File: config.mk
export PLATFORM = sky130hd
export DESIGN_NAME = ndi_zonal_stats
export DESIGN_NICKNAME = d
export VERILOG_FILES = /design/src/rtl/spu_pkg.sv /design/src/rtl/ndi_zstat_serializer.sv /design/src/rtl/ndi_zonal_stats.sv
export SDC_FILE = /design/constraint.sdc
export NUM_CORES = 1
export LEC_CHECK = 0
export CAP_MARGIN = 20
export CORE_MARGIN = 2
export CORE_UTILIZATION = 40
export CTS_CLUSTER_SIZE = 14
export DETAILED_ROUTE_END_ITERATION = 6
export PLACE_DENSITY = 0.57
export SYNTH_ARGS = -nofsm -noshare
export SYNTH_HDL_FRONTEND = slang
export SYNTH_SLANG_ARGS = --single-unit
File: constraint.sdc
create_clock -name clk -period 5.85 [get_ports clk]
set_input_delay 1.17 -clock clk [delete_from_list [all_inputs] [get_ports clk]]
set_output_delay 1.17 -clock clk [all_outputs]
set_load 0.03 [all_outputs]
File: src/rtl/spu_pkg.sv
// rtl/spu_pkg.sv - shared FSM states, record layout and no-data code for the zonal stats block
package spu_pkg;

  typedef enum logic [1:0] {
    ST_IDLE  = 2'd0,
    ST_ACCUM = 2'd1,
    ST_DRAIN = 2'd2
  } state_t;

  localparam int REC_LEN = 5;
  localparam int REC_W   = 8 * REC_LEN;

  localparam logic [2:0] B0 = 3'd0;
  localparam logic [2:0] B1 = 3'd1;
  localparam logic [2:0] B2 = 3'd2;
  localparam logic [2:0] B3 = 3'd3;
  localparam logic [2:0] B4 = 3'd4;

  localparam logic [3:0] NODATA = 4'd0;

endpackage

File: src/rtl/ndi_zstat_serializer.sv
// rtl/ndi_zstat_serializer.sv - latches a finished record and drains it one byte per handshake
module ndi_zstat_serializer
  import spu_pkg::*;
(
  input  logic             clk,
  input  logic             rst,
  input  logic             load,
  input  logic [REC_W-1:0] record,
  input  logic             out_ready,
  output logic             out_valid,
  output logic [7:0]       out_data,
  output logic             out_last,
  output logic             done
);

  logic [REC_W-1:0] rec;
  logic [2:0]       byte_idx;
  logic             hs;

  assign hs   = out_valid & out_ready;
  assign done = hs & (byte_idx == B4);

  // Record latch and byte pointer; the pointer only moves on a consumed byte.
  always_ff @(posedge clk or posedge rst) begin
    if (rst) begin
      rec       <= '0;
      byte_idx  <= B0;
      out_valid <= 1'b0;
    end else if (load) begin
      rec       <= record;
      byte_idx  <= B0;
      out_valid <= 1'b1;
    end else if (hs) begin
      if (byte_idx == B4) begin
        rec       <= '0;
        byte_idx  <= B0;
        out_valid <= 1'b0;
      end else begin
        byte_idx <= byte_idx + 3'd1;
      end
    end
  end

  // Byte mux; forced to zero whenever nothing is being presented.
  always_comb begin
    out_data = 8'h00;
    out_last = 1'b0;
    if (out_valid) begin
      case (byte_idx)
        B0:      out_data = rec[7:0];
        B1:      out_data = rec[15:8];
        B2:      out_data = rec[23:16];
        B3:      out_data = rec[31:24];
        B4:      out_data = rec[39:32];
        default: out_data = 8'h00;
      endcase
      out_last = (byte_idx == B4);
    end
  end

endmodule

File: src/rtl/ndi_zonal_stats.sv
// rtl/ndi_zonal_stats.sv - per-frame index statistics with 5-byte record output (option: NDI_ZSTAT_NODATA_SKIP_EN)
module ndi_zonal_stats
  import spu_pkg::*;
#(
  parameter int CNT_W = 8,
  parameter int SUM_W = 12
) (
  input  logic       clk,
  input  logic       rst,
  input  logic       in_valid,
  output logic       in_ready,
  input  logic       in_last,
  input  logic [3:0] in_m,
  input  logic [3:0] in_n,
  input  logic [3:0] thresh,
  output logic       out_valid,
  input  logic       out_ready,
  output logic [7:0] out_data,
  output logic       out_last
);

  state_t           state, state_nxt;
  logic [CNT_W-1:0] cnt, above, cnt_nxt, above_nxt;
  logic [SUM_W-1:0] sum, sum_nxt;
  logic [3:0]       mn, mx, thr, mn_nxt, mx_nxt, thr_eff;
  logic             accept, load, rec_done, va, vb;
  logic [1:0]       n_valid, n_above;
  logic [4:0]       sum_add;
  logic [CNT_W+1:0] cnt_wide, above_wide;
  logic [SUM_W:0]   sum_wide;
  logic [15:0]      sum16;
  logic [7:0]       b4;
  logic [REC_W-1:0] record;

  assign in_ready = (state != ST_DRAIN);
  assign accept   = in_valid & in_ready;

  // Next accumulator values for the beat on the inputs, saturating at all-ones.
  always_comb begin
    thr_eff = (state == ST_IDLE) ? thresh : thr;
`ifdef NDI_ZSTAT_NODATA_SKIP_EN
    va = (in_m != NODATA);
    vb = (in_n != NODATA);
`else
    va = 1'b1;
    vb = 1'b1;
`endif
    n_valid    = {1'b0, va} + {1'b0, vb};
    n_above    = {1'b0, va && (in_m >= thr_eff)} + {1'b0, vb && (in_n >= thr_eff)};
    sum_add    = {1'b0, va ? in_m : 4'd0} + {1'b0, vb ? in_n : 4'd0};
    cnt_wide   = {2'b00, cnt} + {{CNT_W{1'b0}}, n_valid};
    above_wide = {2'b00, above} + {{CNT_W{1'b0}}, n_above};
    sum_wide   = {1'b0, sum} + {{(SUM_W-4){1'b0}}, sum_add};
    cnt_nxt    = (|cnt_wide[CNT_W+1:CNT_W]) ? '1 : cnt_wide[CNT_W-1:0];
    above_nxt  = (|above_wide[CNT_W+1:CNT_W]) ? '1 : above_wide[CNT_W-1:0];
    sum_nxt    = sum_wide[SUM_W] ? '1 : sum_wide[SUM_W-1:0];
    mn_nxt     = mn;
    mx_nxt     = mx;
    if (va && (in_m < mn_nxt)) mn_nxt = in_m;
    if (vb && (in_n < mn_nxt)) mn_nxt = in_n;
    if (va && (in_m > mx_nxt)) mx_nxt = in_m;
    if (vb && (in_n > mx_nxt)) mx_nxt = in_n;
    sum16 = 16'(sum_nxt);
`ifdef NDI_ZSTAT_NODATA_SKIP_EN
    b4 = (cnt_nxt == '0) ? 8'h00 : {mx_nxt, mn_nxt};
`else
    b4 = {mx_nxt, mn_nxt};
`endif
    record = {b4, sum16[15:8], sum16[7:0], 8'(above_nxt), 8'(cnt_nxt)};
  end

  // State register.
  always_ff @(posedge clk or posedge rst) begin
    if (rst) state <= ST_IDLE;
    else     state <= state_nxt;
  end

  // Frame sequencing; the final beat hands the record to the serializer.
  always_comb begin
    state_nxt = state;
    load      = 1'b0;
    case (state)
      ST_IDLE: begin
        if (accept) begin
          load      = in_last;
          state_nxt = in_last ? ST_DRAIN : ST_ACCUM;
        end
      end
      ST_ACCUM: begin
        if (accept && in_last) begin
          load      = 1'b1;
          state_nxt = ST_DRAIN;
        end
      end
      ST_DRAIN: begin
        if (rec_done) state_nxt = ST_IDLE;
      end
      default: state_nxt = ST_IDLE;
    endcase
  end

  // Accumulators: update on every accepted beat, clear once the record is gone.
  always_ff @(posedge clk or posedge rst) begin
    if (rst) begin
      cnt <= '0; above <= '0; sum <= '0; mn <= 4'd15; mx <= 4'd0; thr <= 4'd0;
    end else if (rec_done) begin
      cnt <= '0; above <= '0; sum <= '0; mn <= 4'd15; mx <= 4'd0; thr <= 4'd0;
    end else if (accept) begin
      cnt   <= cnt_nxt;
      above <= above_nxt;
      sum   <= sum_nxt;
      mn    <= mn_nxt;
      mx    <= mx_nxt;
      if (state == ST_IDLE) thr <= thresh;
    end
  end

  ndi_zstat_serializer u_ser (
    .clk       (clk),
    .rst       (rst),
    .load      (load),
    .record    (record),
    .out_ready (out_ready),
    .out_valid (out_valid),
    .out_data  (out_data),
    .out_last  (out_last),
    .done      (rec_done)
  );

endmodule
==> results of run 1 <==
[state kept, by name (all words and copies together) (netlist names)]
signal           cells
u_ser.rec           36
sum                 12
above                8
cnt                  8
mn                   4
mx                   4
thr                  4
u_ser.byte_idx       3
state                2
u_ser.out_valid      1
[area by class of cell]
type	instances	area, µm²
Sequential cell	82	2060
Multi-Input combinational cell	401	2730
Fill cell	1210	6700
Timing Repair Buffer	35	358
Inverter	27	103
Tap cell	172	215
Clock inverter	5	55.1
Clock buffer	11	243
[placed cells by master, fill, tap and decap left out, types with 9 or more instances in the layout]
| master | n |
|---|---|
| sky130_fd_sc_hd__a21oi_1 | 45 |
| sky130_fd_sc_hd__a31oi_1 | 21 |
| sky130_fd_sc_hd__clkbuf_16 | 9 |
| sky130_fd_sc_hd__clkdlybuf4s50_1 | 27 |
| sky130_fd_sc_hd__dfrtp_1 | 78 |
| sky130_fd_sc_hd__ha_1 | 31 |
| sky130_fd_sc_hd__inv_1 | 26 |
| sky130_fd_sc_hd__mux2i_1 | 9 |
| sky130_fd_sc_hd__nand2_1 | 41 |
| sky130_fd_sc_hd__nand3_1 | 12 |
| sky130_fd_sc_hd__nor2_1 | 59 |
| sky130_fd_sc_hd__nor2b_1 | 11 |
| sky130_fd_sc_hd__o21ai_0 | 32 |
| sky130_fd_sc_hd__o31ai_1 | 9 |
| sky130_fd_sc_hd__xnor2_1 | 11 |
[power breakdown]
group          switching, mW  internal (mW)
sequential             0.216          0.821
combinational          0.952          0.703
clock                  0.232          0.341
[metrics by stage]
step / total power, mW / cells / hold slack (ns) / utilization, % / worst slack (ns)
after floorplan: 2.22 / 538 / 0.446 / - / 1.70
after global placement: 2.64 / 715 / 0.471 / 43.5 / 1.15
after detailed placement: 2.68 / 715 / 0.473 / 43.5 / 1.07
after CTS: 3.27 / 731 / 0.489 / 45.9 / 1.43
after global routing: 3.53 / 733 / 0.512 / 46.2 / 1.22
final: 3.26 / 733 / 0.484 / 46.2 / 1.43
[cells by family after synthesis]
| logic type | Yosys count | share of synthesized area, % |
|---|---|---|
| AOI/OAI and AO/OA | 158 | 20.5 |
| DFF | 82 | 40.8 |
| xor gates and xnor gates | 13 | 2.26 |
| muxes | 16 | 3.50 |
| buffers and inverters | 55 | 5.08 |
| adders and majority gates | 41 | 11.0 |
| and+or+nand+nor | 173 | 17.0 |
[metal layers]
layer  global-route usage [%]  vias to the layer above  part of all wire, %
met3                     3.74                       15                  4.4
met5                        0                        -                    0
met2                     31.9                       86                   45
met4                     6.27                        0                  1.6
li1                         -                     1975                    -
met1                     29.3                     1980                   49
[path summary, 6_finish.rpt]
path	startpoint	endpoint	slack [ns]	cells past startpoint
worst max register to register	state[1]$_DFFE_PP0P_	above[7]$_DFFE_PP0P_	1.86	16
worst min register to register	u_ser.rec[32]$_DFFE_PP0P_	u_ser.rec[32]$_DFFE_PP0P_	0.48	2
worst min-delay path	u_ser.rec[32]$_DFFE_PP0P_	u_ser.rec[32]$_DFFE_PP0P_	0.48	2
worst max-delay path	thresh[0]	above[7]$_DFFE_PP0P_	1.43	16
max in group asynchronous	rst	u_ser.rec[8]$_DFFE_PP0P_	4.15	3
min in group asynchronous	rst	cnt[3]$_DFFE_PP0P_	1.05	2
[critical path: cells and delay by family]
| kind | cells | cell delay, ns |
|---|---|---|
| AND/OR/NAND/NOR | 5 | 0.86 |
| multiplexers | 2 | 0.46 |
| adder cells (fa/ha/maj) | 5 | 1.34 |
| AO/OA/AOI/OAI | 2 | 0.34 |
| buffers and inverters | 2 | 0.44 |
==> run_results.csv, run 1 <==
group,metric,value,unit
worst_setup_path,crit_required,6.07,ns
yosys,total_standard_cell_area_after_synthesis,5050,µm²
sta,final-setup-viol-count,0,
route,drc,2,
global_routing,first_global_vias,4042,
clocking,clockRootBuffer,"sky130_fd_sc_hd__clkbuf_16",
yosys,ys_warn_count,0,
cells_and_area,syn2layout_area_growth,14.2,%
yosys,netlist-cell-type-count,59,
clocking,clkSinkCount,82,
global_routing,initial_antenna_violation_count,0,
clocking,post_cts_resize_count,0,
route,route.detailed.vias_per_inst,5.53,
die,io_pins,28,
worst_setup_path,end_kind,"register",
cells_and_area,final_area,5760,µm²
clocking,cts_buffer_depth,2,
worst_setup_path,crit_path_start_kind,"input port",
sta,timing.fmax,226,MHz
die,die_height,116,µm
clocking,h-tree-depth,3,
sta,timing_hold_violations_final,0,
yosys,synth_flop_cell,"sky130_fd_sc_hd__dfrtp_1",
yosys,synth.top_cells.by_count,"sky130_fd_sc_hd__dfrtp_1 (78), sky130_fd_sc_hd__nor2_1 (59), sky130_fd_sc_hd__a21oi_1 (45)",
worst_hold_path,holdCritPathClass,"register to register",
sta,slew_violations,0,
sta,layout_worst_path_cycle_share,75.5,%
cells_and_area,finish.net_count,610,
clocking,cts_tree,"yes",
global_routing,globalRoute.totalOverflow,0,
die,starting_density,40.5,%
clocking,cts_setup_buffers,0,
route,initial_drc_count,264,
worst_setup_path,crit_path_max_incr_delay,0.39,ns
global_routing,grt_use_total,20.6,%
route,drt-wirelength-per-cell,17.5,µm
worst_setup_path,setup.worst_path.class,"input port to register",
route,post_route_ant_nets,0,
global_routing,global_route_wire_length_before_repair,21.2,mm
sta,finalCriticalPeriod,4.42,ns
power_and_ir_drop,cellPowerDensity,567,nW/µm²
sta,timing_worst_slew_pin_value,0.985,ns
yosys,syn_area_per_cell,9.38,µm²
route,detail_route.first_pass.iterations,7,
sta,max_slew_headroom_at_the_worst_pin,34.1,%
clocking,cts.clk_slew.worst_paths,0.06,ns
cells_and_area,antenna_diode_instance_count,0,
yosys,synthDominantCellAreaShare,38.7,%
yosys,synth_edf_count,0,
clocking,cts_made_buffers,9,
worst_setup_path,cp_max_fo,7,
worst_setup_path,path_cells,"clkdlybuf4s50_1 > mux2_2 > ha_1 > nand2b_1 > maj3_2 > maj3_2 > a21oi_1 > fa_1 > inv_1 > ha_1 > and3_1 > and3_1 > nand2b_1 > mux2i_1 > o21a_1 > nor2_1",
yosys,synth_top_cell_by_area,"sky130_fd_sc_hd__dfrtp_1",
die,rows,41,
die,dieArea,13500,µm²
cells_and_area,layout-drive-gt1-share,9.98,%
run,cap_viol_max_count,0,
sta,setup_repair_after_global_routing_missed_its_margin,"no",
clocking,worstSkewPairLatency,0.35,ns
global_routing,grt_max_degree,54,
power_and_ir_drop,worst_ir_drop_vdd,0.220,mV
power_and_ir_drop,p_leak,2.49,nW
yosys,yosys.cell_count.top_type,"sky130_fd_sc_hd__dfrtp_1",
route,route.final.wire_length,12.8,mm
worst_setup_path,critical-path-slowest-cell,"sky130_fd_sc_hd__clkdlybuf4s50_1",
sta,clock-skew-final,0.0110,ns
placement,placed_cell_area,5420,µm²
yosys,synthTopCellsByArea,"sky130_fd_sc_hd__dfrtp_1 (39%), sky130_fd_sc_hd__ha_1 (7.7%), sky130_fd_sc_hd__a21oi_1 (4.5%), sky130_fd_sc_hd__nor2_1 (4.4%), sky130_fd_sc_hd__o21ai_0 (3.2%)",
yosys,synth_sequential_area_ratio,40.8,%
clocking,count_of_hold_buffers_inserted_by_post_cts_repair,0,
placement,routability_congestion_estimate_from_global_placement,0.845,
status,status,"finished with violations",
route,vias,4056,
worst_setup_path,crit_arrival,4.63,ns
sta,setup_tns,0,ns
yosys,number_of_nets_in_the_synthesized_netlist,592,
status,violations,"design-rule violations",
yosys,ys_async_sr_fraction,100,%
yosys,synth_seq_cells,82,
placement,portBuffers,27,
yosys,netlist_instances,538,
die,die_w,116,µm
placement,detailed_place_hpwl,8.92,mm
die,core_region_area,12500,µm²
No activity file was read; power rests on OpenSTA's default activity.
==> inputs of run 2 (changes only) <==
- clock period: 5.85 -> 4.5 ns (I/O delays scaled with it)
==> run 2 against run 1 <==
- the run still ends with design-rule violations left
- clock skew down 0.0025 ns
- sequential share of layout area down 0.24 points
- worst hold slack about the same
- final area up 0.67%
- core utilization up 0.31 points
- first-iteration DRC count up 36%
- register-to-register slack worse by 1.3 ns
- critical path depth unchanged
- global-route usage up 0.16 points
- clock power up 40%
- power up 33%
- non-clock buffer count up 6
- largest power group unchanged
- highest routed layer unchanged
==> run_results.csv, run 2 (synthesis results as in run 1) <==
group,metric,value,unit
cells_and_area,footprint_of_the_multi_input_gates,2730,µm²
cells_and_area,register_area,2060,µm²
die,die_height,116,µm
clocking,h-tree-depth,3,
placement,portBuffers,27,
route,vias,4105,
clocking,clkSinkCount,82,
power_and_ir_drop,worst_ir_drop_vdd,0.301,mV
sta,timing.fmax,244,MHz
worst_setup_path,crit_path_start_kind,"input port",
die,rows,41,
status,status,"finished with violations",
status,violations,"design-rule violations",
worst_setup_path,setup.worst_path.end,"above[7]$_DFFE_PP0P_",
sta,setup_tns,0,ns
worst_setup_path,setup.worst_path.class,"input port to register",
sta,timing_worst_slew_pin_value,0.813,ns
route,post_route_ant_nets,0,
power_and_ir_drop,cellPowerDensity,746,nW/µm²
clocking,cts_made_buffers,9,
cells_and_area,max_flop_register,"u_ser.rec",
cells_and_area,antenna_diode_instance_count,0,
sta,finalCriticalPeriod,4.09,ns
route,initial_drc_count,360,
power_and_ir_drop,clkPwrFrac,18.6,%
sta,clock-skew-final,0.00849,ns
power_and_ir_drop,comb_power_share,50.1,%
sta,layout_worst_path_cycle_share,90.9,%
worst_setup_path,worst_r2r_path_depth,16,
cells_and_area,layout.filler_cells,1197,
placement,detailed_place_hpwl,9.35,mm
die,io_pins,28,
clocking,cts.clk_slew.worst_paths,0.06,ns
cells_and_area,final_common_cell,"sky130_fd_sc_hd__dfrtp_1",
power_and_ir_drop,internal_power,2.50,mW
worst_setup_path,timing.rr.end,"above[7]$_DFFE_PP0P_",
sta,timing_hold_violations_final,0,
power_and_ir_drop,switching_share,42.3,%
worst_hold_path,holdCritPathClass,"register to register",
worst_setup_path,worst-r2r-setup-slack,0.56,ns
cells_and_area,final_non_filler_cells,739,
power_and_ir_drop,p_leak,2.53,nW
route,route.final.wire_length,13.0,mm
worst_setup_path,crit_required,4.72,ns
clocking,cts_tree,"yes",
global_routing,grt_max_degree,43,
cells_and_area,finish.net_count,616,
route,drc,1,
worst_setup_path,crit_arrival,4.31,ns
power_and_ir_drop,net-switching-power,1.83,mW
cells_and_area,largest_register_ff_count,36,
die,die_w,116,µm
cells_and_area,mostFrequentLayoutCells,"sky130_fd_sc_hd__dfrtp_1 (78), sky130_fd_sc_hd__nor2_1 (59), sky130_fd_sc_hd__a21oi_1 (45)",
placement,dp_cells,723,
cells_and_area,final_util,46.5,%
clocking,clockRootBuffer,"sky130_fd_sc_hd__clkbuf_16",
cells_and_area,layout-drive-gt1-share,11.1,%
die,core_region_area,12500,µm²
global_routing,initial_antenna_violation_count,0,
global_routing,grt_use_total,20.7,%
global_routing,first_global_vias,4034,
placement,dpl_worst_slack,0.0470,ns
worst_setup_path,worst_setup_path_startpoint,"thresh[0]",
worst_setup_path,crit-reg2reg-launch,"state[1]$_DFFE_PP0P_",
route,detail_route.first_pass.iterations,7,
sta,setup_ws,0.410,ns
sta,max_slew_headroom_at_the_worst_pin,45.3,%
clocking,count_of_hold_buffers_inserted_by_post_cts_repair,0,
clocking,post_cts_resize_count,0,
global_routing,globalRoute.totalOverflow,0,
route,route.detailed.vias_per_inst,5.55,
clocking,worstSkewPairLatency,0.35,ns
die,starting_density,40.5,%
route,drt-wirelength-per-cell,17.6,µm
clocking,cts_buffer_depth,2,
sta,final-setup-viol-count,0,
die,dieArea,13500,µm²
placement,routability_congestion_estimate_from_global_placement,0.838,
global_routing,global_route_wire_length_before_repair,21.1,mm
cells_and_area,largestRegisters,"u_ser.rec: 36 flops, sum: 12 flops",
run,cap_viol_max_count,0,
worst_setup_path,cp_max_fo,7,
clocking,cts_setup_buffers,0,
power_and_ir_drop,share_seq_of_total_power,31.3,%
cells_and_area,syn2layout_area_growth,15.0,%
sta,setup_repair_after_global_routing_missed_its_margin,"no",
sta,slew_violations,0,
worst_setup_path,end_kind,"register",
run 2: cell types whose count changed in the layout (fill, tap and decap cells not counted), sizes merged:
cell	before	now
clkinv	3	5
clkbuf	11	10
bufinv	1	2
clkinvlp	2	0
buf	8	14
run 2: layer usage:
layer  share of wire (%)  track usage, %
met5                   0               0
met4                 1.9            8.97
met3                 3.8            3.17
met2                  44            30.8
met1                  51            30.1
run 2: worst min-delay path by stage:
stage                              startpoint  cells past startpoint  slack (ns)                         to
global placement    u_ser.rec[23]$_DFFE_PP0P_                      1        0.46  u_ser.rec[23]$_DFFE_PP0P_
finish              u_ser.rec[23]$_DFFE_PP0P_                      1        0.48  u_ser.rec[23]$_DFFE_PP0P_
global route        u_ser.rec[23]$_DFFE_PP0P_                      1        0.49  u_ser.rec[23]$_DFFE_PP0P_
detailed placement  u_ser.rec[12]$_DFFE_PP0P_                      1        0.47  u_ser.rec[12]$_DFFE_PP0P_
CTS                 u_ser.rec[23]$_DFFE_PP0P_                      1        0.48  u_ser.rec[23]$_DFFE_PP0P_
floorplan           u_ser.rec[34]$_DFFE_PP0P_                      2        0.45  u_ser.rec[34]$_DFFE_PP0P_
run 2: stage by stage:
step / power (mW) / cell area (µm²) / hold WS, ns
final: 4.33 / 5800 / 0.483
after floorplan: 2.89 / 5050 / 0.446
after CTS: 4.34 / 5800 / 0.483
after detailed placement: 3.52 / 5480 / 0.470
after global routing: 4.68 / 5800 / 0.495
after global placement: 3.46 / 5480 / 0.464
run 2: critical path, cell delays in order:
cell and delay [ns]:
sky130_fd_sc_hd__clkdlybuf4s50_1 0.39, sky130_fd_sc_hd__mux2_2 0.29, sky130_fd_sc_hd__ha_1 0.26, sky130_fd_sc_hd__nand2b_1 0.16, sky130_fd_sc_hd__maj3_2 0.31, sky130_fd_sc_hd__maj3_2 0.31
sky130_fd_sc_hd__a21oi_1 0.20, sky130_fd_sc_hd__fa_1 0.26, sky130_fd_sc_hd__inv_1 0.06, sky130_fd_sc_hd__ha_1 0.18, sky130_fd_sc_hd__and3_1 0.21, sky130_fd_sc_hd__and3_1 0.27
sky130_fd_sc_hd__nand2b_1 0.17, sky130_fd_sc_hd__mux2i_1 0.17, sky130_fd_sc_hd__o21a_1 0.13, sky130_fd_sc_hd__nor2_1 0.04
run 2: power groups by stage:
stage	logic [mW]	registers (mW)	clock network, mW
finish	2.17	1.35	0.804
global route	2.44	1.40	0.849
global placement	2.11	1.35	0
detailed placement	2.16	1.36	0
CTS	2.17	1.35	0.822
floorplan	1.63	1.26	0
run 2: area by class of cell:
type | count | area share [%]
clock buffer | 10 | 4.12
clock inverter | 6 | 1.38
inverter | 27 | 1.77
multi-input combinational | 401 | 47.1
sequential | 82 | 35.5
tap | 172 | 3.71
timing repair buffer | 41 | 6.47
==> inputs of run 3 (changes only) <==
- CTS_BUF_LIST: default -> sky130_fd_sc_hd__clkbuf_16
- SYNTH_HIERARCHICAL: default -> 1
==> run 3 against run 2 <==
- the run now ends clean
- die area increased by 9.5%
- core utilization down 0.83 points
- worst hold slack improved by 0.015 ns
- fmax rose by 5.5%
- clock-buffer cell count shrank 1
- wire length increased by 5.2%
- clock power down 11%
- final area is 8.1% higher
- via count is 12% higher
==> run_results.csv, run 3 <==
group,metric,value,unit
cells_and_area,register_area,2160,µm²
global_routing,globalRoute.totalOverflow,0,
yosys,synth_compound_gate_area_share,21.1,%
clocking,cts_buffer_depth,2,
route,drc,0,
route,top_layer_used,"met4",
cells_and_area,mostFrequentLayoutCells,"sky130_fd_sc_hd__nand2_1 (123), sky130_fd_sc_hd__dfrtp_1 (82), sky130_fd_sc_hd__o21ai_0 (56)",
clocking,worstSkewPairLatency,0.35,ns
placement,dpl_worst_slack,0.254,ns
die,die_w,122,µm
cells_and_area,largest_register_ff_count,40,
cells_and_area,layout.filler_cells,1362,
worst_hold_path,holdCritPathClass,"register to register",
yosys,synth_flop_cell,"sky130_fd_sc_hd__dfrtp_1",
cells_and_area,finish.net_count,706,
placement,portBuffers,27,
worst_setup_path,cp_max_fo,9,
route,drt-wirelength-per-cell,16.3,µm
sta,setup_ws,0.622,ns
yosys,area_share_of_fa_ha_maj_cells_after_synthesis,9.75,%
worst_setup_path,crit_arrival,4.12,ns
yosys,synth.area.mux_share,3.50,%
yosys,synthTopCellsByArea,"sky130_fd_sc_hd__dfrtp_1 (37%), sky130_fd_sc_hd__nand2_1 (8.3%), sky130_fd_sc_hd__ha_1 (6.8%), sky130_fd_sc_hd__o21ai_0 (5.1%), sky130_fd_sc_hd__a21oi_1 (3.9%)",
clocking,clkSinkCount,86,
clocking,cts.clk_slew.worst_paths,0.06,ns
worst_setup_path,crit_path_start_kind,"input port",
placement,routability_congestion_estimate_from_global_placement,0.843,
run,cap_viol_max_count,0,
sta,timing.fmax,258,MHz
route,routed-wl-met2,6.15,mm
cells_and_area,largestRegisters,"u_ser/rec: 40 flops, sum: 12 flops",
yosys,synthDominantCellAreaShare,37.0,%
power_and_ir_drop,cellPowerDensity,668,nW/µm²
route,route.final.wire_length,13.7,mm
yosys,synth.top_cells.by_count,"sky130_fd_sc_hd__nand2_1 (123), sky130_fd_sc_hd__dfrtp_1 (82), sky130_fd_sc_hd__o21ai_0 (56)",
sta,layout_worst_path_cycle_share,86.2,%
worst_setup_path,end_kind,"register",
route,detail_route.wirelength.met1,6.89,mm
yosys,dominant_combinational_cell_family_by_area_after_synthesis,"compound AO/OA/AOI/OAI gates",
yosys,netlist-cell-type-count,62,
yosys,synth_simple_gate_area_share,19.9,%
cells_and_area,syn2layout_area_growth,13.1,%
status,status,"completed",
clocking,h-tree-depth,3,
sta,finalCriticalPeriod,3.88,ns
die,core_region_area,13700,µm²
cells_and_area,layout-drive-gt1-share,9.30,%
clocking,post_cts_resize_count,0,
cells_and_area,max_flop_register,"u_ser/rec",
yosys,synth_seq_cells,86,
yosys,synth_edf_count,0,
sta,final-setup-viol-count,0,
cells_and_area,footprint_of_the_multi_input_gates,3110,µm²
clocking,cts_tree,"yes",
yosys,ys_async_sr_fraction,100,%
power_and_ir_drop,totalPowerFinal,4.19,mW
global_routing,first_global_vias,4392,
global_routing,global_route_wire_length_before_repair,23.0,mm
route,initial_drc_count,312,
yosys,synth_sequential_area_ratio,38.9,%
yosys,syn_area_per_cell,8.75,µm²
sta,setup_tns,0,ns
die,rows,43,
yosys,total_standard_cell_area_after_synthesis,5550,µm²
clocking,cts_setup_buffers,0,
cells_and_area,antenna_diode_instance_count,0,
yosys,synth-xor-area-share,1.58,%
worst_setup_path,setup.worst_path.class,"input port to register",
placement,detailed_place_hpwl,9.67,mm
global_routing,grt_use_total,19.8,%
clocking,cts_made_buffers,9,
die,dieArea,14800,µm²
power_and_ir_drop,worst_ir_drop_vdd,0.220,mV
sta,slew_violations,0,
sta,setup_repair_after_global_routing_missed_its_margin,"no",
cells_and_area,final_non_filler_cells,836,
yosys,ys_warn_count,6,
route,post_route_ant_nets,0,
sta,clock-skew-final,0.00806,ns
sta,timing.hold.ws,0.499,ns
yosys,synth_top_cell_by_area,"sky130_fd_sc_hd__dfrtp_1",
route,route.detailed.vias_per_inst,5.49,
route,detail_route.first_pass.iterations,5,
global_routing,initial_antenna_violation_count,0,
worst_setup_path,crit_required,4.75,ns
yosys,netlist_instances,634,
cells_and_area,final_common_cell,"sky130_fd_sc_hd__nand2_1",
sta,max_slew_headroom_at_the_worst_pin,57.8,%
sta,timing_worst_slew_pin_value,0.631,ns
route,dr_wl_met3,406,µm
placement,dp_cells,821,
clocking,clockRootBuffer,"sky130_fd_sc_hd__clkbuf_16",
yosys,yosys.cell_count.top_type,"sky130_fd_sc_hd__nand2_1",
die,die_height,122,µm
sta,timing_hold_violations_final,0,
route,vias,4586,
die,starting_density,40.4,%
global_routing,grt_max_degree,55,
die,io_pins,28,
power_and_ir_drop,p_leak,2.79,nW
clocking,count_of_hold_buffers_inserted_by_post_cts_repair,0,
[run 3: cell count changes after synthesis, moves of 7 or more]
cell,before,now
sky130_fd_sc_hd__nand2_1,41,123
sky130_fd_sc_hd__o21ai_0,32,56
sky130_fd_sc_hd__nor2_1,59,37
sky130_fd_sc_hd__a211oi_1,6,17
sky130_fd_sc_hd__a31oi_1,21,10
sky130_fd_sc_hd__buf_2,4,13
sky130_fd_sc_hd__o31ai_1,9,0
sky130_fd_sc_hd__mux2_2,4,11
[run 3: final timing paths]
check | endpoint | slack [ns] | start | cells past startpoint
max | above[3]$_DFFE_PP0P_ | 0.62 | in_n[0] | 14
min | cnt[0]$_DFFE_PP0P_ | 0.50 | cnt[0]$_DFFE_PP0P_ | 2
max reg2reg | above[3]$_DFFE_PP0P_ | 0.83 | state[1]$_DFFE_PP0P_ | 14
min reg2reg | cnt[0]$_DFFE_PP0P_ | 0.50 | cnt[0]$_DFFE_PP0P_ | 2
max in group asynchronous | u_ser/rec[23]$_DFFE_PP0P_ | 2.97 | rst | 4
min in group asynchronous | u_ser/rec[2]$_DFFE_PP0P_ | 0.83 | rst | 2
[run 3: cells by family (layout without fill, tap and decap cells)]
kind of cell / Yosys count / count (layout)
AOI/OAI and AO/OA: 179 / 179
xor gates and xnor gates: 10 / 10
adders and majority gates: 40 / 40
buffers and inverters: 62 / 81
DFF: 86 / 86
muxes: 18 / 18
other: 1 / 4
and+or+nand+nor: 238 / 238
[run 3: layer usage]
layer,vias up,track usage [%]
met5,-,0
met4,0,6.90
met3,13,2.34
met2,79,30.1
met1,2215,29.3
li1,2279,-
[run 3: through the flow]
step                      cell area [µm²]  utilization [%]
final                                6270             45.7
after global routing                 6270             45.7
after detailed placement             5970             43.5
after CTS                            6240             45.5
after global placement               5970             43.5
after floorplan                      5560                -
[run 3: critical path, stage by stage]
cell and delay [ns]:
sky130_fd_sc_hd__clkdlybuf4s50_1 0.55, sky130_fd_sc_hd__inv_1 0.13, sky130_fd_sc_hd__ha_1 0.30, sky130_fd_sc_hd__nand2b_1 0.11, sky130_fd_sc_hd__maj3_2 0.19, sky130_fd_sc_hd__maj3_2 0.19, sky130_fd_sc_hd__a21oi_2 0.06, sky130_fd_sc_hd__fa_1 0.38
sky130_fd_sc_hd__inv_1 0.07, sky130_fd_sc_hd__ha_1 0.24, sky130_fd_sc_hd__and3_1 0.33, sky130_fd_sc_hd__nand4_4 0.20, sky130_fd_sc_hd__and2_1 0.22, sky130_fd_sc_hd__a311oi_1 0.25
[run 3: area by class of cell]
class                      count  area share [%]
sequential                    86            34.4
multi-input combinational    489            49.7
clock inverter                 5           0.718
clock buffer                   9            3.59
timing repair buffer          44            6.66
inverter                      23            1.38
tap                          180            3.59
[run 3: where the power goes]
group          leakage, nW  internal [mW]  total, mW  switching (mW)
registers             1.08           1.08       1.35           0.268
clock network        0.139          0.416      0.713           0.297
logic                 1.57          0.893       2.13            1.24
